<file path="src/rtl/ahb_spi_pkg.sv">
`default_nettype none
// ============================================================================
//  Module      : ahb_spi_pkg
//  Description : Shared constants and types for the AHB-Lite SPI master:
//                register offsets, CTRL/STATUS bit positions, engine states.
//  Revision    : 1.0  initial release
// ============================================================================
package ahb_spi_pkg;

  // Register offsets as seen on HADDR[3:2]
  localparam logic [1:0] REG_CTRL   = 2'd0;
  localparam logic [1:0] REG_STATUS = 2'd1;
  localparam logic [1:0] REG_SS     = 2'd2;
  localparam logic [1:0] REG_DATA   = 2'd3;

  // CTRL bit positions
  localparam int CTRL_EN      = 0;
  localparam int CTRL_CPOL    = 1;
  localparam int CTRL_CPHA    = 2;
  localparam int CTRL_DIV_LSB = 8;
  localparam int CTRL_DIV_MSB = 15;

  // STATUS bit positions
  localparam int STAT_TX_EMPTY = 0;
  localparam int STAT_TX_FULL  = 1;
  localparam int STAT_RX_EMPTY = 2;
  localparam int STAT_RX_FULL  = 3;
  localparam int STAT_BUSY     = 4;
  localparam int STAT_TX_OVF   = 5;
  localparam int STAT_RX_OVF   = 6;

  // Shift engine states
  typedef enum logic [1:0] {
    IDLE  = 2'd0,
    LOAD  = 2'd1,
    SHIFT = 2'd2,
    DONE  = 2'd3
  } state_e;

endpackage
`default_nettype wire

</file>
<file path="src/rtl/ahb_spi_master_sync_fifo.sv">
`default_nettype none
// ============================================================================
//  Module      : sync_fifo
//  Description : Single-clock FIFO with wrap-bit pointers. A push into a full
//                FIFO is accepted only when a pop happens in the same cycle.
//  Revision    : 1.0  initial release
// ============================================================================
module sync_fifo #(
  parameter int WIDTH = 8,
  parameter int DEPTH = 4
) (
  input  logic             clk_i,
  input  logic             rst_i,
  input  logic             push_i,
  input  logic [WIDTH-1:0] data_i,
  input  logic             pop_i,
  output logic [WIDTH-1:0] data_o,
  output logic             empty_o,
  output logic             full_o
);

  localparam int AW = $clog2(DEPTH);

  logic [AW:0]      wptr_q;
  logic [AW:0]      rptr_q;
  logic [WIDTH-1:0] mem_q [DEPTH];
  logic             w_push;
  logic             w_pop;

  assign empty_o = (wptr_q == rptr_q);
  assign full_o  = (wptr_q[AW] != rptr_q[AW]) && (wptr_q[AW-1:0] == rptr_q[AW-1:0]);
  assign w_pop   = pop_i && !empty_o;
  assign w_push  = push_i && (!full_o || w_pop);
  assign data_o  = mem_q[rptr_q[AW-1:0]];

  // Pointer update; push and pop are independent so a simultaneous pair keeps the count
  always_ff @(posedge clk_i or posedge rst_i) begin
    if (rst_i) begin
      wptr_q <= '0;
      rptr_q <= '0;
    end else begin
      if (w_push) wptr_q <= wptr_q + (AW+1)'(1);
      if (w_pop)  rptr_q <= rptr_q + (AW+1)'(1);
    end
  end

  // Storage array, written at the write pointer
  always_ff @(posedge clk_i) begin
    if (w_push) mem_q[wptr_q[AW-1:0]] <= data_i;
  end

endmodule
`default_nettype wire

</file>
<file path="src/rtl/ahb_spi_master.sv">
`default_nettype none
// ============================================================================
//  Module      : ahb_spi_master
//  Description : AHB-Lite slave SPI master with TX/RX FIFOs, configurable
//                frame width, all four CPOL/CPHA modes, programmable SCLK
//                divider and NUM_SS active-low slave selects.
//  Revision    : 1.0  initial release
// ============================================================================
module ahb_spi_master #(
  parameter int FRAME_W    = 8,
  parameter int FIFO_DEPTH = 4,
  parameter int NUM_SS     = 4
) (
  input  logic              HCLK,
  input  logic              HRESET,
  input  logic              HSEL,
  input  logic              HREADY,
  input  logic              HWRITE,
  input  logic [31:0]       HADDR,
  input  logic [2:0]        HSIZE,
  input  logic [31:0]       HWDATA,
  output logic [31:0]       HRDATA,
  output logic              HREADYOUT,
  input  logic              SPI_MISO_i,
  output logic              SPI_MOSI_o,
  output logic              SPI_CLK_o,
  output logic [NUM_SS-1:0] SPI_SS_o
);

  import ahb_spi_pkg::*;

  localparam int               EW        = $clog2(2*FRAME_W);
  localparam logic [EW-1:0]    LAST_EDGE = EW'(2*FRAME_W-1);

  // Bus pipeline and configuration
  logic [1:0]         addr_q;
  logic               wr_q;
  logic               rd_q;
  logic               en_cfg_q;
  logic               cpol_cfg_q;
  logic               cpha_cfg_q;
  logic [7:0]         div_cfg_q;
  logic [NUM_SS-1:0]  ss_q;
  logic               tx_ovf_q;
  logic               rx_ovf_q;

  // Engine
  state_e             state_q;
  state_e             state_d;
  logic               cpha_q;
  logic [7:0]         div_q;
  logic [7:0]         div_cnt_q;
  logic [EW-1:0]      edge_cnt_q;
  logic               sclk_q;
  logic               mosi_q;
  logic [FRAME_W-1:0] tx_sh_q;
  logic [FRAME_W-1:0] rx_sh_q;

  // FIFO interface
  logic [FRAME_W-1:0] tx_data;
  logic [FRAME_W-1:0] rx_data;
  logic               tx_empty;
  logic               tx_full;
  logic               rx_empty;
  logic               rx_full;

  logic               w_tx_push;
  logic               w_tx_pop;
  logic               w_rx_push;
  logic               w_rx_pop;
  logic               w_edge;
  logic               w_last;
  logic               w_sample;
  logic [31:0]        w_rdata;
  logic               w_unused_bits;

  assign w_tx_push = wr_q && (addr_q == REG_DATA);
  assign w_rx_pop  = rd_q && (addr_q == REG_DATA) && !rx_empty;
  assign w_tx_pop  = (state_q == LOAD);
  assign w_rx_push = (state_q == DONE);

  assign w_edge    = (state_q == SHIFT) && (div_cnt_q == div_q);
  assign w_last    = w_edge && (edge_cnt_q == LAST_EDGE);
  // Edge counter even = leading edge; CPHA=0 samples there, CPHA=1 on trailing
  assign w_sample  = (edge_cnt_q[0] == cpha_q);

  assign HREADYOUT  = 1'b1;
  assign HRDATA     = w_rdata;
  assign SPI_CLK_o  = sclk_q;
  assign SPI_MOSI_o = mosi_q;
  assign SPI_SS_o   = (state_q == IDLE) ? {NUM_SS{1'b1}} : ~ss_q;

  assign w_unused_bits = ^{HADDR, HSIZE, HWDATA};

  sync_fifo #(.WIDTH(FRAME_W), .DEPTH(FIFO_DEPTH)) u_tx_fifo (
    .clk_i   (HCLK),
    .rst_i   (HRESET),
    .push_i  (w_tx_push),
    .data_i  (HWDATA[FRAME_W-1:0]),
    .pop_i   (w_tx_pop),
    .data_o  (tx_data),
    .empty_o (tx_empty),
    .full_o  (tx_full)
  );

  sync_fifo #(.WIDTH(FRAME_W), .DEPTH(FIFO_DEPTH)) u_rx_fifo (
    .clk_i   (HCLK),
    .rst_i   (HRESET),
    .push_i  (w_rx_push),
    .data_i  (rx_sh_q),
    .pop_i   (w_rx_pop),
    .data_o  (rx_data),
    .empty_o (rx_empty),
    .full_o  (rx_full)
  );

  // Address phase capture; the flags only live for the following data phase
  always_ff @(posedge HCLK or posedge HRESET) begin
    if (HRESET) begin
      addr_q <= '0;
      wr_q   <= 1'b0;
      rd_q   <= 1'b0;
    end else if (HSEL && HREADY) begin
      addr_q <= HADDR[3:2];
      wr_q   <= HWRITE;
      rd_q   <= !HWRITE;
    end else begin
      wr_q   <= 1'b0;
      rd_q   <= 1'b0;
    end
  end

  // Register writes in the data phase plus sticky overflow flags (set beats clear)
  always_ff @(posedge HCLK or posedge HRESET) begin
    if (HRESET) begin
      en_cfg_q   <= 1'b0;
      cpol_cfg_q <= 1'b0;
      cpha_cfg_q <= 1'b0;
      div_cfg_q  <= '0;
      ss_q       <= '0;
      tx_ovf_q   <= 1'b0;
      rx_ovf_q   <= 1'b0;
    end else begin
      if (wr_q && (addr_q == REG_CTRL)) begin
        en_cfg_q   <= HWDATA[CTRL_EN];
        cpol_cfg_q <= HWDATA[CTRL_CPOL];
        cpha_cfg_q <= HWDATA[CTRL_CPHA];
        div_cfg_q  <= HWDATA[CTRL_DIV_MSB:CTRL_DIV_LSB];
      end
      if (wr_q && (addr_q == REG_SS)) begin
        ss_q <= HWDATA[NUM_SS-1:0];
      end
      if (wr_q && (addr_q == REG_STATUS) && HWDATA[STAT_TX_OVF]) tx_ovf_q <= 1'b0;
      if (wr_q && (addr_q == REG_STATUS) && HWDATA[STAT_RX_OVF]) rx_ovf_q <= 1'b0;
      if (w_tx_push && tx_full && !w_tx_pop)  tx_ovf_q <= 1'b1;
      if (w_rx_push && rx_full && !w_rx_pop)  rx_ovf_q <= 1'b1;
    end
  end

  // Read mux, combinational from the registered address; zero outside a read
  always_comb begin
    w_rdata = '0;
    if (rd_q) begin
      case (addr_q)
        REG_CTRL: begin
          w_rdata[CTRL_EN]                   = en_cfg_q;
          w_rdata[CTRL_CPOL]                 = cpol_cfg_q;
          w_rdata[CTRL_CPHA]                 = cpha_cfg_q;
          w_rdata[CTRL_DIV_MSB:CTRL_DIV_LSB] = div_cfg_q;
        end
        REG_STATUS: begin
          w_rdata[STAT_TX_EMPTY] = tx_empty;
          w_rdata[STAT_TX_FULL]  = tx_full;
          w_rdata[STAT_RX_EMPTY] = rx_empty;
          w_rdata[STAT_RX_FULL]  = rx_full;
          w_rdata[STAT_BUSY]     = (state_q != IDLE);
          w_rdata[STAT_TX_OVF]   = tx_ovf_q;
          w_rdata[STAT_RX_OVF]   = rx_ovf_q;
        end
        REG_SS: begin
          w_rdata[NUM_SS-1:0] = ss_q;
        end
        default: begin
          if (!rx_empty) w_rdata[FRAME_W-1:0] = rx_data;
        end
      endcase
    end
  end

  // Engine state register
  always_ff @(posedge HCLK or posedge HRESET) begin
    if (HRESET) state_q <= IDLE;
    else        state_q <= state_d;
  end

  // Engine next-state: frames chain back-to-back while enabled and TX has data
  always_comb begin
    state_d = state_q;
    case (state_q)
      IDLE:    if (en_cfg_q && !tx_empty) state_d = LOAD;
      LOAD:    state_d = SHIFT;
      SHIFT:   if (w_last) state_d = DONE;
      DONE:    state_d = (en_cfg_q && !tx_empty) ? LOAD : IDLE;
      default: state_d = IDLE;
    endcase
  end

  // Shift datapath: mode/divider are frozen at LOAD, SCLK toggles every CLKDIV+1 cycles
  always_ff @(posedge HCLK or posedge HRESET) begin
    if (HRESET) begin
      cpha_q     <= 1'b0;
      div_q      <= '0;
      div_cnt_q  <= '0;
      edge_cnt_q <= '0;
      sclk_q     <= 1'b0;
      mosi_q     <= 1'b0;
      tx_sh_q    <= '0;
      rx_sh_q    <= '0;
    end else begin
      case (state_q)
        IDLE: begin
          sclk_q <= cpol_cfg_q;
        end
        LOAD: begin
          cpha_q     <= cpha_cfg_q;
          div_q      <= div_cfg_q;
          sclk_q     <= cpol_cfg_q;
          div_cnt_q  <= '0;
          edge_cnt_q <= '0;
          rx_sh_q    <= '0;
          if (!cpha_cfg_q) begin
            // CPHA=0 presents the MSB before the first edge
            mosi_q  <= tx_data[FRAME_W-1];
            tx_sh_q <= {tx_data[FRAME_W-2:0], 1'b0};
          end else begin
            tx_sh_q <= tx_data;
          end
        end
        SHIFT: begin
          if (w_edge) begin
            div_cnt_q  <= '0;
            edge_cnt_q <= edge_cnt_q + EW'(1);
            sclk_q     <= !sclk_q;
            if (w_sample) begin
              rx_sh_q <= {rx_sh_q[FRAME_W-2:0], SPI_MISO_i};
            end else begin
              mosi_q  <= tx_sh_q[FRAME_W-1];
              tx_sh_q <= {tx_sh_q[FRAME_W-2:0], 1'b0};
            end
          end else begin
            div_cnt_q <= div_cnt_q + 8'd1;
          end
        end
        default: ;
      endcase
    end
  end

endmodule
`default_nettype wire

</file>
<file path="config.mk">
export PLATFORM = sky130hd
export DESIGN_NAME = ahb_spi_master
export DESIGN_NICKNAME = d
export VERILOG_FILES = /design/src/rtl/ahb_spi_pkg.sv /design/src/rtl/ahb_spi_master_sync_fifo.sv /design/src/rtl/ahb_spi_master.sv
export SDC_FILE = /design/constraint.sdc
export NUM_CORES = 1
export LEC_CHECK = 0
export BUFFER_PORTS_ARGS = -buffer_cell sky130_fd_sc_hd__buf_2
export CAP_MARGIN = 20
export CORE_MARGIN = 2
export CORE_UTILIZATION = 59
export DETAILED_ROUTE_END_ITERATION = 8
export HOLD_SLACK_MARGIN = 0.12
export PLACE_DENSITY_LB_ADDON = 0.3
export REMOVE_ABC_BUFFERS = 1
export SLEW_MARGIN = 30
export SYNTH_ARGS = -nofsm -noshare
export SYNTH_HDL_FRONTEND = slang
export SYNTH_SLANG_ARGS = --single-unit
</file>
<file path="constraint.sdc">
create_clock -name HCLK -period 3.5 [get_ports HCLK]
set_input_delay 0.525 -clock HCLK [delete_from_list [all_inputs] [get_ports HCLK]]
set_output_delay 0.525 -clock HCLK [all_outputs]
set_load 0.02 [all_outputs]
</file>
==> reports/qor.yml <==
status: "finished, final reports clean"
critical_path_required_ns: 2.97
synth_seq_cells: 138
synthesis.area_um2: 6500
drc: 0
worst_pin_slew_ns: 0.985
power_frac_comb: 0.332
min_from: "HWRITE"
n_fill_cell: 758
seqPwrFrac: 0.395
synth.distinct_cells: 53
p_per_area_nw_per_um2: 822
path_cells: "xnor2_1, nand3_1, a21oi_1, o21ai_0, a21oi_1, buf_2"
r2r-start: "u_rx_fifo.rptr_q[0]"
syn-mean-instance-area_um2: 13.4
final.min_clock_period_ns: 3.06
postCtsSetupRepairBufs: 0
grt_pass1_vias: 3999
port_buffers: 45
p_sw_frac: 0.358
ys.flop_type: "dfrtp_1"
final_max_slew_viol_count: 0
setup_violations: 0
power.total_mw: 6.02
clk_pin_slew_ns: 0.07
synth_top_area_frac: 0.295
final_core_util: 0.678
yosysSeqAreaShare: 0.580
crit_top_cell: "a21oi_1"
worstSkewPairLatency_ns: 0.54
synth_cells: 486
die-width_um: 109
clock_tree.buffer_depth: 2
dieArea_um2: 11900
clkSinkCount: 138
reg2reg_to: "u_rx_fifo.mem_q[3][5]"
gp_congestion: 0.788
critical_path.endpoint_type: "primary output"
finish.instance_area_um2: 7320
drt_iter0_markers: 273
grt_use_total: 0.230
slew_headroom: 0.341
crit_arrival_ns: 2.53
async_flop_share: 0.536
antenna_found_initial: 0
start_kind: "flip-flop"
synth-edff-count: 64
via_per_inst: 5.77
holdPathEnd: "rd_q"
grt_pass1_wl_um: 20200
routed_wl_um: 12600
cts_tree: "done"
p_sw_mw: 2.15
synth_common_cells: "74 x dfrtp_1, 64 x edfxtp_1, 37 x mux2_2, 27 x nor2_1, 21 x nand2_1"
clock.fmax_mhz: 327
post-route-period-util: 0.873
whs_ns: 0.160
antennaDiodeCount: 0
tns_ns: 0
rr_worst_depth: 4
hp-class: "input pin to flip-flop"
row_count: 38
finClkSkew_ns: 0.00847
synth_area_leader_cell: "edfxtp_1"
rsz0062_at_grt: "no"
numCtsBuffers: 17
clockPowerShare: 0.273
synth_area_leaders: "edfxtp_1 30%, dfrtp_1 28%, mux2_2 6.4%"
grt_overflow: 0
dr_total_vias: 3958
regToRegSetupSlack_ns: 1.02
areaGrowthSynthToFinish_pct: 12.6
placed_area_um2: 6770
irDropWorstVdd_mv: 0.447
finalHoldViolCount: 0
root_buffer: "clkbuf_8"
slowest_delay_ns: 0.76
fp.dieH_um: 109
crit_slowest_cell: "dfrtp_1"
initial_core_util: 0.603
wl_per_cell_um: 18.4
crit_fanout: 11
synth.most_common_cell: "dfrtp_1"
h-tree-depth: 4
cap_violations: 0
p_leak_nw: 2.95
holdPathStages: 2
io_pins: 112
grt_max_degree: 28
dp.final_hpwl_um: 8600
drive_gt1_frac: 0.273
critical_path_class: "flip-flop to primary output"
intPower_mw: 3.87
yosys_warnings: 0
first_pass_iters: 4
ant_nets: 0
final_nets: 622
core-area_um2: 10800
-- area by class of cell --
cell class,instances,area (µm²),share of cell area
sequential,138,3770,0.515
timing repair buffer,52,280,0.0383
inverter,12,45.0,0.00615
clock inverter,15,130,0.0178
clock buffer,17,414,0.0566
tap,140,175,0.0239
multi-input combinational,312,2500,0.342
-- layout by cell type (no fill, tap or decap), types with 16 or more instances in the layout --
cell,count
and2_1,19
buf_2,45
clkbuf_16,16
conb_1,17
dfrtp_1,74
edfxtp_1,64
ha_1,16
mux2_2,37
mux4_2,16
nand2_1,21
nand2b_1,17
nor2_1,27
xnor2_1,19
-- power groups by stage --
stage	clock network, mW	logic, mW	registers (mW)
final	1.64	2.00	2.38
after global routing	1.74	2.19	2.43
after CTS	1.67	2.00	2.38
after detailed placement	0	1.98	2.41
after global placement	0	1.90	2.38
after floorplan	0	1.51	2.34
-- state kept, by name, indices dropped and copies added (netlist names), 2 cells and up --
name              cells
u_rx_fifo.wptr_q      3
u_tx_fifo.wptr_q      3
tx_sh_q               8
edge_cnt_q            4
div_cnt_q             8
u_rx_fifo.rptr_q      3
ss_q                  4
u_tx_fifo.mem_q      32
u_tx_fifo.rptr_q      3
addr_q                2
div_cfg_q             8
div_q                 8
u_rx_fifo.mem_q      32
state_q               2
rx_sh_q               8
-- critical path: cells and delay by family, from the launching register on --
family | cells | cell delay (ns)
flops | 1 | 0.76
compound gates | 3 | 0.52
simple gates | 1 | 0.27
xor+xnor | 1 | 0.23
buf+inv | 1 | 0.21
-- worst max path at each step --
stage | cells after the start | slack (ns) | from | end
global placement | 6 | 0.99 | u_rx_fifo.rptr_q[0] | HRDATA[2]
CTS | 6 | 0.39 | u_rx_fifo.rptr_q[0] | HRDATA[2]
detailed placement | 6 | 0.96 | u_rx_fifo.rptr_q[0] | HRDATA[2]
global route | 6 | 0.23 | u_rx_fifo.rptr_q[0] | HRDATA[2]
floorplan | 1 | 1.09 | HRESET | SPI_CLK_o
finish | 6 | 0.44 | u_rx_fifo.rptr_q[0] | HRDATA[2]
-- per-stage QoR --
stage | instances | setup WS [ns]
floorplan | 462 | 1.09
global placement | 653 | 0.992
detailed placement | 653 | 0.959
CTS | 686 | 0.393
global route | 686 | 0.229
finish | 686 | 0.443
-- logic make-up (layout without fill, tap and decap cells) --
family | count (synthesis) | after routing | share of synthesized area
multiplexers | 59 | 59 | 0.130
adder cells (fa/ha/maj) | 16 | 16 | 0.0308
other | 2 | 17 | 0.00115
AO/OA/AOI/OAI | 60 | 60 | 0.0648
flip-flops | 138 | 138 | 0.580
XOR/XNOR | 28 | 28 | 0.0377
buffers and inverters | 51 | 96 | 0.0442
AND/OR/NAND/NOR | 132 | 132 | 0.111
-- metal layers --
| layer | global-route usage | vias up | part of all wire |
|---|---|---|---|
| li1 | - | 1842 | - |
| met1 | 0.295 | 1986 | 0.43 |
| met2 | 0.374 | 104 | 0.50 |
| met3 | 0.0526 | 26 | 0.038 |
| met4 | 0.108 | 0 | 0.028 |
| met5 | 0 | - | 0 |
-- what timing repair did --
item / CTS / global route
endpoints found under the hold margin: 22 / 0
hold buffers: 1 / 0
gates resized for setup: 0 / 0
Power figures use the tool's default switching activity.
